--- src/rtl/counter_multimode.sv ---
// N-bit up/down/ping-pong/hold counter with modulo limit, wrap/saturate, load and prescaler.
// Outputs are registered and update on the tick edge itself; there is no backpressure path.
module counter_multimode #(
  parameter int N        = 8,
  parameter int MAX      = 2**N-1,
  parameter int PRESCALE = 1
) (
  input  logic         clock,
  input  logic         reset,
  input  logic         enable,
  input  logic [1:0]   mode,
  input  logic         saturate,
  input  logic         load,
  input  logic [N-1:0] load_value,
  output logic [N-1:0] counter,
  output logic         direction,
  output logic         tc
);

  localparam int PW = (PRESCALE > 1) ? $clog2(PRESCALE) : 1;

  localparam logic [N-1:0]  MAX_V      = MAX[N-1:0];
  localparam logic [PW-1:0] PRESC_LAST = PW'(PRESCALE - 1);

  localparam logic [1:0] MODE_UP   = 2'b00;
  localparam logic [1:0] MODE_DOWN = 2'b01;
  localparam logic [1:0] MODE_PP   = 2'b10;
  localparam logic [1:0] MODE_HOLD = 2'b11;

  logic [N-1:0]  counter_q, counter_d;
  logic          direction_q, direction_d;
  logic          tc_q, tc_d;
  logic [PW-1:0] presc_q, presc_d;
  logic          tick;
  logic [N-1:0]  cnt_inc, cnt_dec;

  assign cnt_inc = counter_q + 1'b1;
  assign cnt_dec = counter_q - 1'b1;

  always_comb begin
    counter_d   = counter_q;
    direction_d = direction_q;
    tc_d        = 1'b0;
    presc_d     = presc_q;
    tick        = 1'b0;

    if (load) begin
      counter_d = (load_value > MAX_V) ? MAX_V : load_value;
      presc_d   = '0;
    end else if (enable && (mode != MODE_HOLD)) begin
      if (presc_q == PRESC_LAST) begin
        presc_d = '0;
        tick    = 1'b1;
      end else begin
        presc_d = presc_q + 1'b1;
      end
    end

    if (tick) begin
      case (mode)
        MODE_UP: begin
          if (counter_q < MAX_V) begin
            counter_d = cnt_inc;
            tc_d      = saturate && (cnt_inc == MAX_V);
          end else if (!saturate) begin
            counter_d = '0;
            tc_d      = 1'b1;
          end
        end
        MODE_DOWN: begin
          if (counter_q != '0) begin
            counter_d = cnt_dec;
            tc_d      = saturate && (cnt_dec == '0);
          end else if (!saturate) begin
            counter_d = MAX_V;
            tc_d      = 1'b1;
          end
        end
        MODE_PP: begin
          // Already parked on the bound we are heading for: turn around without a pulse.
          if (direction_q) begin
            if (counter_q >= MAX_V) begin
              counter_d   = cnt_dec;
              direction_d = 1'b0;
            end else begin
              counter_d = cnt_inc;
              if (cnt_inc == MAX_V) begin
                direction_d = 1'b0;
                tc_d        = 1'b1;
              end
            end
          end else begin
            if (counter_q == '0) begin
              counter_d   = cnt_inc;
              direction_d = 1'b1;
            end else begin
              counter_d = cnt_dec;
              if (cnt_dec == '0) begin
                direction_d = 1'b1;
                tc_d        = 1'b1;
              end
            end
          end
        end
        default: ;
      endcase
    end
  end

  always_ff @(posedge clock) begin
    if (!reset) begin
      counter_q   <= '0;
      direction_q <= 1'b1;
      tc_q        <= 1'b0;
      presc_q     <= '0;
    end else begin
      counter_q   <= counter_d;
      direction_q <= direction_d;
      tc_q        <= tc_d;
      presc_q     <= presc_d;
    end
  end

  assign counter   = counter_q;
  assign direction = direction_q;
  assign tc        = tc_q;

endmodule

--- config.mk ---
export PLATFORM = sky130hd
export DESIGN_NAME = counter_multimode
export DESIGN_NICKNAME = d
export VERILOG_FILES = /design/src/rtl/counter_multimode.sv
export SDC_FILE = /design/constraint.sdc
export NUM_CORES = 1
export LEC_CHECK = 0
export ABC_CLOCK_PERIOD_IN_PS = 2800
export CAP_MARGIN = 15
export CORE_MARGIN = 1
export CORE_UTILIZATION = 25
export DETAILED_ROUTE_END_ITERATION = 8
export SYNTH_ARGS = -nofsm -noshare
export SYNTH_HDL_FRONTEND = slang
export SYNTH_SLANG_ARGS = --single-unit
--- constraint.sdc ---
create_clock -name clock -period 2.8 [get_ports clock]
set_clock_uncertainty 0.1 [all_clocks]
set_input_delay 0.56 -clock clock [delete_from_list [all_inputs] [get_ports clock]]
set_output_delay 0.56 -clock clock [all_outputs]
set_load 0.05 [all_outputs]
== Word-level counts from Yosys, hierarchy flattened ==
Cells that the tools add are included.

* Flip-flop bits (word level): 11
* Input port bits: 15
* Logic and storage cells: 53

* Add/subtract/negate cells: 3
* $lt $le $gt $ge: 3
* Equality and inequality tests: 4
* Multiplexer cells: 28
* Bitwise operators: 1
* Reductions and logical operators: 10

{| class="wikitable"
|+ Operators with widths
! kind !! number
|-
| $mux W8 || 10
|-
| $pmux W8 S3 || 1
|-
| $logic_not A8 Y1 || 2
|-
| $mux W1 || 16
|-
| $add A8 B1 Y8 const B || 1
|-
| $eq A8 B8 Y1 const B || 1
|-
| $ge A8 B8 Y1 const B || 1
|-
| $gt A8 B8 Y1 const B || 1
|-
| $lt A8 B8 Y1 const B || 1
|-
| $reduce_bool A8 Y1 || 1
|-
| $sub A8 B1 Y8 const B || 1
|-
| $reduce_and A2 Y1 || 2
|-
| $logic_and A1 B1 Y1 || 3
|-
| $pmux W1 S3 || 1
|-
| $eq A2 B1 Y1 const B || 1
|-
| $eq A2 B2 Y1 const B || 1
|-
| $logic_not A2 Y1 || 1
|-
| $ne A2 B2 Y1 const B || 1
|-
| $reduce_or A2 Y1 || 1
|-
| $add A1 B1 Y1 const B || 1
|-
| $not A1 Y1 || 1
|}

== Logic depth before layout (Yosys ltp) ==
* Word-level depth: 7
* Gate-level depth with buffers: 10

== Worst setup path before layout ==
No wires, ideal clock.

* Kind: register to register
* Start: register counter_q[0] (netlist: counter[0])
* End: register counter_q[7] (netlist: counter[7])
* Setup time: 60 ps
* Data arrival time: 2,568 ps
* Data required time: 2,640 ps
* Setup slack: 72 ps
* Cell stages (with the launch flop): 10
* Path buffers: 1
* Cell sequence: dfxtp_1 -> clkbuf_1 -> inv_1 -> ha_1 -> nor3b_1 -> and2_1 -> o21ai_0 -> mux2_4 -> a211oi_2 -> o311a_1

* Word-level cells in the longest chain between the ends: 5
* Elaborated cells on any way between the ends: 13
* Classes of those cells: add/sub (2); order compare (2); mux (7); reduce/logical (2)

{| class="wikitable"
|+ Ends and longest elaborated chain
! element !! line !! text
|-
| from (decl) || 30 || <nowiki>logic [N-1:0] counter_q, counter_d;</nowiki>
|-
| from (signal assigned) || 117 || <nowiki>counter_q <= counter_d;</nowiki>
|-
| $sub A8 B1 Y8 (tied with other cells) || 38 || <nowiki>assign cnt_dec = counter_q - 1'b1;</nowiki>
|-
| $mux W8, on equally long branches || 93, 82 ||
|-
| $mux W8 || 81 || <nowiki>if (direction_q) begin</nowiki>
|-
| $pmux W8 S3 (*) || 60 || <nowiki>case (mode)</nowiki>
|-
| $mux W8 (*) || 59 || <nowiki>if (tick) begin</nowiki>
|}

Every way passes the cells marked *; elsewhere a longest branch is shown, timed or not.
A chain may end at the register's enable or synchronous reset.

== Worst setup path in the final report ==
* Start: register counter_q[2] (netlist: counter[2])
* End: register tc_q (netlist: tc)

* Word-level cells in the longest chain between the ends: 6
* Elaborated cells on any way between the ends: 18
* Classes of those cells: add/sub (2); order compare (2); eq/ne (1); mux (8); reduce/logical (5)

{| class="wikitable"
|+ Ends and longest elaborated chain
! element !! line !! text
|-
| $add A8 B1 Y8 or $sub A8 B1 Y8 (tied branches) || 37, 38 ||
|-
| $eq A8 B8 Y1 or $logic_not A8 Y1 (tied branches) || - ||
|-
| $mux W1, on equally long branches || 87, 98 ||
|-
| $mux W1, on equally long branches || 82, 93 ||
|-
| $mux W1 || 81 ||
|-
| $pmux W1 S3 (*) || 60 ||
|-
| to (signal assigned) || 119 || <nowiki>tc_q <= tc_d;</nowiki>
|-
| to (decl) || 32 || <nowiki>logic tc_q, tc_d;</nowiki>
|}

Marks and branches as above.

==> results.sh <==
export IMPL_grt_pass1_vias=1723
export IMPL_end_kind="flop"
export IMPL_cts_inserted_buffers=3
export IMPL_busiest_layer="met2"
export IMPL_die_w_microns=78.16
export IMPL_fillCellCount=621
export IMPL_drtIter0Drc=218
export IMPL_wl_microns=5131
export IMPL_numPortBuffers=24
export IMPL_root_buffer="clkbuf_8"
export IMPL_min_period_over_period_pct=90.14
export IMPL_ant_nets=0
export IMPL_p_seq_share_pct=26.4
export IMPL_final_common_cell="nand2_1"
export IMPL_dieArea_sq_um=6109
export IMPL_slew_violations=0
export IMPL_grt_pass1_wl_microns=8507
export IMPL_rsz0062_at_grt="no"
export IMPL_cp_num_buf_inv=1
export IMPL_r2r_start="counter[2]"
export IMPL_start_util_pct=26.17
export IMPL_p_clk_share_pct=24.5
export IMPL_worst_pin_slew_ns=0.6215
export IMPL_overflow=0
export IMPL_hp_start="direction"
export IMPL_ctsHoldBuffers=0
export IMPL_synth_seq_cells=10
export IMPL_postSynthCellCount=215
export IMPL_max_freq_mhz=396.2
export IMPL_htreeDepth=1
export IMPL_post_cts_buffers=0
export IMPL_met2_usage_pct=28.42
export IMPL_slowest_delay_ns=0.56
export IMPL_power_density_nw_per_um2=352.6
export IMPL_period_needed_ns=2.524
export IMPL_drive_gt1_share_pct=10.08
export IMPL_antenna_cells=0
export IMPL_gp_congestion=0.9868
export IMPL_swShare_pct=42.66
export IMPL_synth_nets=235
export IMPL_die_height_microns=78.16
export IMPL_final_hold_viol_count=0
export IMPL_drc=0
export IMPL_synth_edf_count=0
export IMPL_path_delay_family="simple AND/OR/NAND/NOR gates"
export IMPL_wire_per_inst_microns=16.55
export IMPL_synth_cell_types=47
export IMPL_rows=27
export IMPL_critPathLaunch="counter[2]"
export IMPL_slowest_stage="nor4_1"
export IMPL_numClockSinks=10
export IMPL_routed_via_density=5.658
export IMPL_grt_use_total_pct=17.54
export IMPL_cts_buffer_depth=2
export IMPL_hpwl_microns=3791
export IMPL_grt_max_degree=16
export IMPL_core_sq_um=5540
export IMPL_worstPathRequired_ns=2.86
export IMPL_io_pins=25
export IMPL_synth_avg_cell_area_sq_um=6.745
export IMPL_vias=1754
export IMPL_clock_latency_ns=0.24
export IMPL_status="finished clean"
export IMPL_cts_tree="built"
export IMPL_arrival_ns=2.59
export IMPL_cp_cell_sequence="buf_4 -> nor4_2 -> a21oi_1 -> nor4_1 -> and4_1 -> o21ai_0 -> a31oi_1"
export IMPL_fin_setup_tns_ns=0
export IMPL_grt_util_met3_pct=3.256
export IMPL_seq_area_frac_synth_pct=13.81
export IMPL_antenna_found_initial=0
export IMPL_synth_flop_cell="dfxtp_1"
export IMPL_ir_drop_v=0.0002189
export IMPL_syn2layout_area_growth_pct=27.96
export IMPL_maxSlewHeadroom_pct=58.18
export IMPL_crit_path_start_kind="flop"
export IMPL_crit_type="reg -> reg"
export IMPL_maxCapViolCount=0
export IMPL_layout_nets=260
export IMPL_yosys_warnings=0
export IMPL_min_path_type="reg -> reg"
export IMPL_cts_resized=0
export IMPL_totalPowerFinal_mw=0.6543
export IMPL_first_pass_iters=5
export IMPL_syn_area_sq_um=1450
export IMPL_crit_fanout=12
export IMPL_clk_pin_slew_ns=0.05
export IMPL_power_internal_mw=0.3752
export IMPL_setup_viol=0
export IMPL_layout_common_cells="nand2_1, clkdlybuf4s50_1, buf_4"
export IMPL_p_leak_nw=0.7199
export IMPL_combPwrFrac_pct=49.1
export IMPL_async_flop_share_pct=0
export IMPL_globalRouteMet1Util_pct=23.57
export IMPL_switchingPower_mw=0.2792
[stage by stage]
stage               worst slack (ns)  utilization (%)  hold slack (ns)  instances  instance area [sq um]
floorplan                    0.07207                -           0.7075        215                   1450
global placement              0.2536            32.63           0.5225        307                   1808
detailed placement            0.1836            32.63           0.5314        307                   1808
CTS                           0.2571            33.38           0.5410        310                   1849
global route                  0.1310            33.49           0.5724        310                   1856
finish                        0.2761            33.49           0.5335        310                   1856
[registers in the layout (all words and copies together) (netlist names)]
name       flops
tc             1
counter        8
direction      1
[per-layer routing]
layer / vias to the layer above / routed length [microns]
met2: 101 / 2340
met3: 9 / 434
met4: 0 / 89
met5: - / 0
li1: 834 / -
met1: 810 / 2267
[final cells by class]
type | count | area [sq um] | share of cell area (%)
multi-input cells | 180 | 1145 | 61.70
repair buffers | 40 | 360.3 | 19.42
flip-flops and latches | 10 | 200.2 | 10.79
well taps | 72 | 90.09 | 4.855
clock buffers | 3 | 41.29 | 2.225
inverters | 5 | 18.77 | 1.011
[path summary, 6_finish.rpt]
kind | to | slack, ns | cells past startpoint
max reg2reg | tc | 0.28 | 7
min | direction | 0.53 | 2
max | tc | 0.28 | 7
min reg2reg | direction | 0.53 | 2
[synthesized netlist by cell type, drive strengths merged (2+ instances only)]
master  instances  area, sq um
dfxtp          10        200.2
nand3          12        60.06
inv             5        18.77
nor2b           4        25.02
o311ai          2        17.52
nor3            7        35.03
clkbuf         12        45.04
o211ai          2        15.01
a32oi           2        17.52
nor3b           5        37.54
o21ai          13        65.06
or3             3        18.77
and2            3        18.77
a21oi           9        45.04
nor2           12        45.04
xor2            4        35.03
a221oi          3        26.28
or4             3        22.52
ha              5        62.56
buf             8        47.54
xnor2           6        52.55
nand2          36        135.1
and3            3        18.77
a31oi          12        75.07
mux2i           9        90.09
nand2b          3        18.77
and4            4        35.03
nor4            3        31.28
[power groups by stage]
stage | Sequential (mW) | Combinational (mW) | Clock [mW]
2_1_floorplan | 0.199 | 0.191 | 0
3_3_place_gp | 0.175 | 0.318 | 0
3_5_place_dp | 0.175 | 0.315 | 0
4_1_cts | 0.172 | 0.317 | 0.161
5_1_grt | 0.175 | 0.350 | 0.165
6_report | 0.173 | 0.322 | 0.160
[kinds of logic after synthesis]
kind of cell	after synthesis	synth area share, %
buf+inv	25	7.679
xor+xnor	10	6.039
simple gates	102	36.84
mux	10	7.248
compound gates	53	24.07
fa+ha+maj	5	4.314
flops	10	13.80
[worst min-delay path, cell delays in order, from the launching register on]
cell	delay, ns
dfxtp_1	0.37
o21ai_0	0.09
o311ai_0	0.11
Note: power is estimated with default switching activity, not from simulation.
